$ cat config.mk
export PLATFORM = sky130hd
export DESIGN_NAME = branch_predictor_flat
export DESIGN_NICKNAME = d
export VERILOG_FILES = /design/src/rtl/branch_predictor_pkg.sv /design/src/rtl/branch_predictor_if.sv /design/src/rtl/branch_predictor_sat_counter2.sv /design/src/rtl/branch_predictor.sv /design/src/flat_wrapper.sv
export SDC_FILE = /design/constraint.sdc
export NUM_CORES = 1
export LEC_CHECK = 0
export CAP_MARGIN = 20
export CORE_MARGIN = 2
export CORE_UTILIZATION = 55
export CTS_BUF_LIST = sky130_fd_sc_hd__clkbuf_8
export DETAILED_ROUTE_END_ITERATION = 8
export PLACE_DENSITY_LB_ADDON = 0.08
export SETUP_SLACK_MARGIN = 0.5
export SKIP_LAST_GASP = 1
export SYNTH_ARGS = -nofsm -noshare
export SYNTH_HDL_FRONTEND = slang
export SYNTH_HIERARCHICAL = 1
export SYNTH_SLANG_ARGS = --single-unit
$ cat constraint.sdc
create_clock -name clk -period 16 [get_ports clk]
set_input_delay 3.2 -clock clk [delete_from_list [all_inputs] [get_ports clk]]
set_output_delay 3.2 -clock clk [all_outputs]
set_load 0.03 [all_outputs]
$ cat src/rtl/branch_predictor_pkg.sv
// Shared constants and width helpers for the branch predictor.
package branch_predictor_pkg;

  // 2-bit saturating counter states
  localparam logic [1:0] SNT = 2'b00;  // strong not-taken
  localparam logic [1:0] WNT = 2'b01;  // weak not-taken
  localparam logic [1:0] WT  = 2'b10;  // weak taken
  localparam logic [1:0] ST  = 2'b11;  // strong taken

  localparam logic [1:0] CTR_RST   = WNT;  // counter value after reset
  localparam logic [1:0] CTR_ALLOC = WT;   // counter value on allocation

  // Number of index bits for a power-of-two table of nentry entries (2..256)
  function automatic int unsigned idx_width(input int unsigned nentry);
    int unsigned w;
    w = 0;
    for (int unsigned i = 0; i < 9; i++) begin
      if ((32'd1 << i) < nentry) w = i + 1;
    end
    return w;
  endfunction

  // Tag covers pc[31:idx_width+2]
  function automatic int unsigned tag_width(input int unsigned nentry);
    return 30 - idx_width(nentry);
  endfunction

endpackage

$ cat src/rtl/branch_predictor_if.sv
// Lookup, update and statistics signals of the branch predictor.
interface branch_predictor_if #(
  parameter int unsigned CW = 16
);
  logic [31:0]   lk_pc;
  logic          lk_hit;
  logic          lk_taken;
  logic [31:0]   lk_target;
  logic          upd_valid;
  logic [31:0]   upd_pc;
  logic          upd_taken;
  logic [31:0]   upd_target;
  logic          upd_pred_taken;
  logic          stats_clr;
  logic [CW-1:0] br_cnt;
  logic [CW-1:0] mis_cnt;

  modport master (
    output lk_pc, upd_valid, upd_pc, upd_taken, upd_target, upd_pred_taken, stats_clr,
    input  lk_hit, lk_taken, lk_target, br_cnt, mis_cnt
  );

  modport slave (
    input  lk_pc, upd_valid, upd_pc, upd_taken, upd_target, upd_pred_taken, stats_clr,
    output lk_hit, lk_taken, lk_target, br_cnt, mis_cnt
  );
endinterface

$ cat src/rtl/branch_predictor_sat_counter2.sv
// Next-state logic of a 2-bit saturating taken/not-taken counter.
module sat_counter2
  import branch_predictor_pkg::*;
(
  input  logic [1:0] cnt_i,
  input  logic       taken_i,
  output logic [1:0] cnt_o
);

  // Step toward strong-taken on taken, toward strong-not-taken otherwise
  always_comb begin
    cnt_o = cnt_i;
    if (taken_i) begin
      if (cnt_i != ST) cnt_o = cnt_i + 2'd1;
    end else begin
      if (cnt_i != SNT) cnt_o = cnt_i - 2'd1;
    end
  end

endmodule

$ cat src/rtl/branch_predictor.sv
// Direct-mapped branch target buffer with 2-bit counters and
// branch/misprediction statistics.
module branch_predictor
  import branch_predictor_pkg::*;
#(
  parameter int unsigned NENTRY = 16,
  parameter int unsigned CW     = 16
) (
  input logic                clk,
  input logic                rst_n,
  branch_predictor_if.slave  bp
);

  localparam int unsigned IW = idx_width(NENTRY);
  localparam int unsigned TW = tag_width(NENTRY);

  logic          valid_q [NENTRY];
  logic          valid_d [NENTRY];
  logic [TW-1:0] tag_q   [NENTRY];
  logic [TW-1:0] tag_d   [NENTRY];
  logic [1:0]    ctr_q   [NENTRY];
  logic [1:0]    ctr_d   [NENTRY];
  logic [31:0]   tgt_q   [NENTRY];
  logic [31:0]   tgt_d   [NENTRY];

  logic [CW-1:0] br_q, br_d;
  logic [CW-1:0] mis_q, mis_d;

  logic [IW-1:0] lk_idx, up_idx;
  logic [TW-1:0] lk_tag, up_tag;
  logic          lk_hit, up_hit;
  logic [1:0]    ctr_cur, ctr_nxt;
  logic          unused_pc_bits;

  assign lk_idx = bp.lk_pc[IW+1:2];
  assign lk_tag = bp.lk_pc[31:IW+2];
  assign up_idx = bp.upd_pc[IW+1:2];
  assign up_tag = bp.upd_pc[31:IW+2];
  assign unused_pc_bits = ^{bp.lk_pc[1:0], bp.upd_pc[1:0]};

  // Combinational lookup from registered table (no update bypass)
  always_comb begin
    lk_hit       = valid_q[lk_idx] && (tag_q[lk_idx] == lk_tag);
    bp.lk_hit    = lk_hit;
    bp.lk_taken  = lk_hit && ctr_q[lk_idx][1];
    bp.lk_target = lk_hit ? tgt_q[lk_idx] : '0;
  end

  assign up_hit  = valid_q[up_idx] && (tag_q[up_idx] == up_tag);
  assign ctr_cur = ctr_q[up_idx];

  sat_counter2 u_ctr (
    .cnt_i   (ctr_cur),
    .taken_i (bp.upd_taken),
    .cnt_o   (ctr_nxt)
  );

  // Table next state: step on hit, allocate on taken miss, ignore not-taken miss
  always_comb begin
    valid_d = valid_q;
    tag_d   = tag_q;
    ctr_d   = ctr_q;
    tgt_d   = tgt_q;
    if (bp.upd_valid) begin
      if (up_hit) begin
        ctr_d[up_idx] = ctr_nxt;
        if (bp.upd_taken) tgt_d[up_idx] = bp.upd_target;
      end else if (bp.upd_taken) begin
        valid_d[up_idx] = 1'b1;
        tag_d[up_idx]   = up_tag;
        ctr_d[up_idx]   = CTR_ALLOC;
        tgt_d[up_idx]   = bp.upd_target;
      end
    end
  end

  // Table registers; flops so reset clears every entry
  always_ff @(posedge clk or negedge rst_n) begin
    if (!rst_n) begin
      for (int unsigned i = 0; i < NENTRY; i++) begin
        valid_q[i] <= 1'b0;
        tag_q[i]   <= '0;
        ctr_q[i]   <= CTR_RST;
        tgt_q[i]   <= '0;
      end
    end else begin
      valid_q <= valid_d;
      tag_q   <= tag_d;
      ctr_q   <= ctr_d;
      tgt_q   <= tgt_d;
    end
  end

  // Saturating statistics; clear wins over a same-cycle increment
  always_comb begin
    br_d  = br_q;
    mis_d = mis_q;
    if (bp.stats_clr) begin
      br_d  = '0;
      mis_d = '0;
    end else if (bp.upd_valid) begin
      if (br_q != '1) br_d = br_q + 1'b1;
      if ((bp.upd_taken != bp.upd_pred_taken) && (mis_q != '1)) mis_d = mis_q + 1'b1;
    end
  end

  // Statistics registers
  always_ff @(posedge clk or negedge rst_n) begin
    if (!rst_n) begin
      br_q  <= '0;
      mis_q <= '0;
    end else begin
      br_q  <= br_d;
      mis_q <= mis_d;
    end
  end

  assign bp.br_cnt  = br_q;
  assign bp.mis_cnt = mis_q;

endmodule
$ cat src/flat_wrapper.sv
// flat-port wrapper written by rule: the top's interface ports become plain ports
module branch_predictor_flat import branch_predictor_pkg::*;
#(
  parameter int unsigned NENTRY = 16,
  parameter int unsigned CW     = 16
)
  (clk, rst_n, bp_lk_pc, bp_upd_valid, bp_upd_pc, bp_upd_taken, bp_upd_target, bp_upd_pred_taken, bp_stats_clr, bp_lk_hit, bp_lk_taken, bp_lk_target, bp_br_cnt, bp_mis_cnt);
  branch_predictor_if #(.CW(CW)) bp_i ();
  input logic clk;
  input logic rst_n;
  input wire logic [$bits(bp_i.lk_pc)-1:0] bp_lk_pc;
  input wire logic [$bits(bp_i.upd_valid)-1:0] bp_upd_valid;
  input wire logic [$bits(bp_i.upd_pc)-1:0] bp_upd_pc;
  input wire logic [$bits(bp_i.upd_taken)-1:0] bp_upd_taken;
  input wire logic [$bits(bp_i.upd_target)-1:0] bp_upd_target;
  input wire logic [$bits(bp_i.upd_pred_taken)-1:0] bp_upd_pred_taken;
  input wire logic [$bits(bp_i.stats_clr)-1:0] bp_stats_clr;
  output wire logic [$bits(bp_i.lk_hit)-1:0] bp_lk_hit;
  output wire logic [$bits(bp_i.lk_taken)-1:0] bp_lk_taken;
  output wire logic [$bits(bp_i.lk_target)-1:0] bp_lk_target;
  output wire logic [$bits(bp_i.br_cnt)-1:0] bp_br_cnt;
  output wire logic [$bits(bp_i.mis_cnt)-1:0] bp_mis_cnt;
  assign bp_i.lk_pc = bp_lk_pc;
  assign bp_i.upd_valid = bp_upd_valid;
  assign bp_i.upd_pc = bp_upd_pc;
  assign bp_i.upd_taken = bp_upd_taken;
  assign bp_i.upd_target = bp_upd_target;
  assign bp_i.upd_pred_taken = bp_upd_pred_taken;
  assign bp_i.stats_clr = bp_stats_clr;
  assign bp_lk_hit = bp_i.lk_hit;
  assign bp_lk_taken = bp_i.lk_taken;
  assign bp_lk_target = bp_i.lk_target;
  assign bp_br_cnt = bp_i.br_cnt;
  assign bp_mis_cnt = bp_i.mis_cnt;
  branch_predictor #(.NENTRY(NENTRY), .CW(CW)) u_core (.clk(clk), .rst_n(rst_n), .bp(bp_i));
endmodule
Word level (Yosys, flattened, before mapping)
Cells that the tools add are included.
Storage, ports and cells
  register bits: 1008
  input port bits: 102
  output and inout port bits: 66
  logic and storage cells: 145
Cells by class
  add/sub/neg operators: 4
  order comparisons: 3
  equal/unequal tests: 6
  mux-type cells: 44
  bitwise logic cells: 7
  reduce and logical (&&, ||, !) cells: 15
Operators by type and width (number)
  $bwmux W512: 1
  $bwmux W416: 1
  $bmux W26 S4: 2
  $mux W32: 6
  $mux W26: 5
  $bmux W32 S4: 1
  $demux W32 S4: 1
  $demux W26 S4: 1
  $mux W16: 6
  $eq A26 B26 Y1: 2
  $add A16 B1 Y16 const B: 2
  $bwmux W32: 1
  $ne A16 B16 Y1 const B: 2
  $or A16 B16 Y16: 2
  $and A16 B16 Y16: 1
  $bmux W2 S4: 2
  $mux W2: 8
  $not A16 Y16: 1
  $ge A5 B5 Y1 const B: 2
  $not A4 Y5: 2
  $reduce_bool A2 Y1: 5
  $bmux W1 S4: 2
  $demux W2 S4: 1
  $reduce_and A2 Y1: 4
  other kinds (10): 18

Longest topological paths before layout
  depth in word-level cells: 9
  gate-level depth with buffers: 16
  depth with buffers taken out: 9

Modules after synthesis
The synthesis kept the hierarchy.
By module, submodules not included
  branch_predictor: times used 1, cells an instance 4005, area each 50581.0 sq um, sequential area each 25244.2 sq um
  sat_counter2: times used 1, cells an instance 3, area each 26.3 sq um, sequential area each 0.0 sq um

Worst setup path before layout
Ideal clock, no wire load.
  kind: input-to-output
  from: input bp_lk_pc[2]
  to: output bp_lk_target[22]
  arrival: 6.695 ns
  data required time: 12.800 ns
  setup slack: 6.105 ns
  stages: 10
  cells stage by stage: clkbuf_1 -> buf_1 -> buf_1 -> mux4_2 -> mux4_2 -> xnor2_1 -> nand4_1 -> nor4_1 -> clkbuf_1 -> and3_1
Between the ends
  cells in the longest elaborated chain, start to end: 7
  elaborated cells on any way between the ends: 13
  classes of those cells: 1 x eq/ne; 10 x mux; 1 x bitwise; 1 x reduce/logical
RTL lines
  start: declaration: RTL line flat_wrapper.sv:11  | input wire logic [$bits(bp_i.lk_pc)-1:0] bp_lk_pc;
  $not A4 Y5 (implied by the code) (*): RTL line branch_predictor.sv:43, branch_predictor.sv:46
  $bmux W26 S4: RTL line branch_predictor.sv:43  | lk_hit = valid_q[lk_idx] && (tag_q[lk_idx] == lk_tag);
  $mux W26 (implied by the code) (2 in a row): RTL line branch_predictor.sv:43
  $eq A26 B26 Y1: RTL line branch_predictor.sv:43
  $logic_and A1 B1 Y1: RTL line branch_predictor.sv:43
  $mux W32 (*): RTL line branch_predictor.sv:46  | bp.lk_target = lk_hit ? tgt_q[lk_idx] : '0;
  end: declaration: RTL line flat_wrapper.sv:20  | output wire logic [$bits(bp_i.lk_target)-1:0] bp_lk_target;
Every way passes the cells marked *; elsewhere a longest branch is shown, timed or not. The select of a mux whose other input is x is not followed.

Worst setup path in the final report
  from: input bp_lk_pc[3]
  to: output bp_lk_target[12]
Same word-level chain as after synthesis.

==> results.json <==
{
  "status": "complete, no violations",
  "grt_max_degree": 106,
  "boundaryPins": 168,
  "ys.flop_type": "dfrtp_1",
  "post_cts_buffers": 0,
  "antenna_found_initial": 8,
  "switching_share_pct": 27.74,
  "wl_per_cell_um": 27.24,
  "tightest_slew_ns": 0.9948,
  "finalSetupTns_ns": 0,
  "crit_fanout": 43,
  "synth_compound_gate_area_share_pct": 2.467,
  "comb_power_share_pct": 18.2,
  "startpoint_type": "input pin",
  "die_h_um": 307.3,
  "p_sw_uw": 1939,
  "rows": 111,
  "grt_usage_pct": 32.21,
  "placed_cell_area_um2": 53230,
  "gp_congestion": 0.8546,
  "die-area_um2": 94450,
  "endpoint_kind": "output port",
  "syn_inst": 4008,
  "multi_input_area_um2": 24090,
  "hold_class": "flip-flop to flip-flop",
  "r2r_end": "u_core/tag_q[380]",
  "drtAntennaViolNets": 0,
  "worstSetupPathType": "input pin to output port",
  "holdPathEnd": "u_core/tgt_q[329]",
  "synth_common_cells": "1045 x nand2_1, 992 x dfrtp_1, 446 x mux2_2",
  "design_area_um2": 56840,
  "syn_area_per_cell_um2": 12.63,
  "grt_pass1_wl_um": 226100,
  "ctsHoldBuffers": 0,
  "dr.first_iter.drc_count": 3520,
  "leakagePower_uw": 0.02603,
  "synth-seq-cells": 1008,
  "yosysWarningCount": 6,
  "fin_skew_ns": 0.03435,
  "powerDensity_nw_per_um2": 123.0,
  "worstRegToRegCells": 10,
  "clkSinkCount": 1008,
  "intPower_uw": 5053,
  "period_minus_slack_ns": 11.46,
  "synth_fp_nets": 4112,
  "syn_area_um2": 50610,
  "final_layout_size_suffix_gt1_share_pct": 29.55,
  "clk_pin_slew_ns": 0.06,
  "syn_to_final_growth_pct": 12.31,
  "hpwl_um": 82500,
  "synth-edff-count": 0,
  "regToRegStartpoint": "u_core/tag_q[44]",
  "report.final.slew_viol_count": 0,
  "final_hold_viol_count": 0,
  "p_seq_share_pct": 47.3,
  "cts_made_buffers": 172,
  "synth_top_family_by_area": "multiplexers",
  "cts_root_buf": "clkbuf_8",
  "clk_path_buf_depth": 3,
  "required_ns": 12.80,
  "vias_per_cell": 6.321,
  "r2r_setup_slack_ns": 11.09,
  "synth_top_area_cell": "dfrtp_1",
  "fin_nets": 4208,
  "cts_resized": 0,
  "maxCapViolCount": 0,
  "yosysMostFrequentCell": "nand2_1",
  "start_util_pct": 55.38,
  "slew_headroom_pct": 33.32,
  "yosys.cell_types.count": 73,
  "grt_pass1_vias": 35118,
  "clk_latency_ns": 0.86,
  "synth_area_leaders": "dfrtp_1 49%, mux4_2 17%, mux2_2 9.9%, nand2_1 7.8%, mux2_1 4.2%",
  "holdCritStartpoint": "u_core/tgt_q[329]",
  "ys_seq_area_share_pct": 49.88,
  "synthAdderAreaFrac_pct": 0.09395,
  "whs_path_depth": 2,
  "p_clk_share_pct": 34.6,
  "synth.area.mux_share_pct": 32.83,
  "ctsHtreeMaxLevel": 4,
  "setup_viol_count_final": 0,
  "netlist.area_leader.share_pct": 49.05,
  "synth-simple-area-share_pct": 10.62,
  "crit_arrival_ns": 8.26,
  "nFillCells": 7167,
  "drt_wl_total_um": 147900,
  "cts_tree": "yes",
  "register_area_um2": 25240,
  "async_flop_share_pct": 100.0,
  "synth_xor_area_share_pct": 1.160,
  "fin_crit_sh_pct": 71.64,
  "core_area_um2": 91390,
  "rsz0062_at_grt": "false",
  "first_pass_iters": 5,
  "vias": 34335,
  "drc": 0,
  "fmax_mhz": 87.24,
  "port_buffers": 163,
  "overflow": 0,
  "vdd_drop_max_mv": 0.07265,
  "die_x_um": 307.3
}
[how the worst max path moves through the flow]
stage | from | to | slack, ns
4_1_cts | bp_lk_pc[3] | bp_lk_target[12] | 4.55
6_report | bp_lk_pc[3] | bp_lk_target[12] | 4.54
5_1_grt | bp_lk_pc[3] | bp_lk_target[8] | 4.39
3_3_place_gp | bp_lk_pc[3] | bp_lk_target[3] | 4.60
2_1_floorplan | bp_lk_pc[2] | bp_lk_target[22] | 6.11
3_5_place_dp | bp_lk_pc[3] | bp_lk_target[12] | 4.55
[power groups by stage]
| stage | logic [uW] | clock network [uW] | registers (uW) |
|---|---|---|---|
| 4_1_cts | 1270 | 2460 | 3290 |
| 5_1_grt | 1380 | 2580 | 3360 |
| 3_5_place_dp | 1270 | 0 | 3340 |
| 2_1_floorplan | 953 | 0 | 3240 |
| 6_report | 1270 | 2420 | 3300 |
| 3_3_place_gp | 1240 | 0 | 3320 |
[critical path, cell delays in order]
cell and delay, ns:
buf_6 0.39, buf_4 0.75, buf_4 0.79, mux4_2 0.43
mux4_2 0.48, xnor2_1 0.35, nand4_1 0.18, nor4_2 0.17
buf_4 0.41, and3_1 0.26, clkdlybuf4s50_1 0.67
[state kept, by name, indices dropped and copies added, names as in the netlist]
signal / cells
u_core/bp.br_cnt: 16
u_core/bp.mis_cnt: 16
u_core/ctr_q: 32
u_core/tag_q: 416
u_core/tgt_q: 512
u_core/valid_q: 16
[metal layers]
layer / track usage, % / routed length [um] / vias up
li1: - / - / 14557
met1: 46.46 / 63380 / 18172
met2: 49.93 / 69300 / 1313
met3: 6.063 / 11070 / 287
met4: 10.32 / 4142 / 6
met5: 0 / 40 / -
[layout by cell type (no fill, tap or decap), drive strengths merged, types with 13 or more instances in the layout]
master	instances
nand4	23
mux2	636
clkdlybuf4s50	155
clkbuf	226
a21oi	14
mux2i	85
or2	20
mux4	382
nand2	1045
and3	40
dfrtp	992
inv	92
o21ai	26
a22oi	25
nand3	13
o22ai	21
xor2	28
nor2	85
xnor2	39
nor3	24
dfstp	16
buf	93
a31oi	15
[cell families after synthesis]
family	after synthesis
xor gates and xnor gates	67
DFF	1008
muxes	1103
buffers and inverters	352
AOI/OAI and AO/OA	174
adders and majority gates	4
and+or+nand+nor	1300
[cell type report]
cell class / count / area share [%]
inverter: 25 / 0.1651
multi-input combinational: 2648 / 42.38
tap: 1186 / 2.611
clock inverter: 85 / 0.8783
timing repair buffer: 249 / 4.072
sequential: 1008 / 44.41
antenna: 6 / 0.02642
clock buffer: 225 / 5.448
[per-stage QoR]
| stage | setup slack (ns) | hold WS (ns) | std cells | utilization, % | total power, uW |
|---|---|---|---|---|---|
| 2_1_floorplan | 6.105 | 0.4409 | 4008 | - | 4194 |
| 3_5_place_dp | 4.554 | 0.4579 | 5116 | 58.25 | 4605 |
| 3_3_place_gp | 4.596 | 0.4528 | 5116 | 58.25 | 4555 |
| 6_report | 4.538 | 0.4686 | 5432 | 62.20 | 6992 |
| 5_1_grt | 4.390 | 0.4880 | 5430 | 62.19 | 7323 |
| 4_1_cts | 4.545 | 0.4723 | 5426 | 62.18 | 7026 |
No activity file was read; power rests on OpenSTA's default activity.
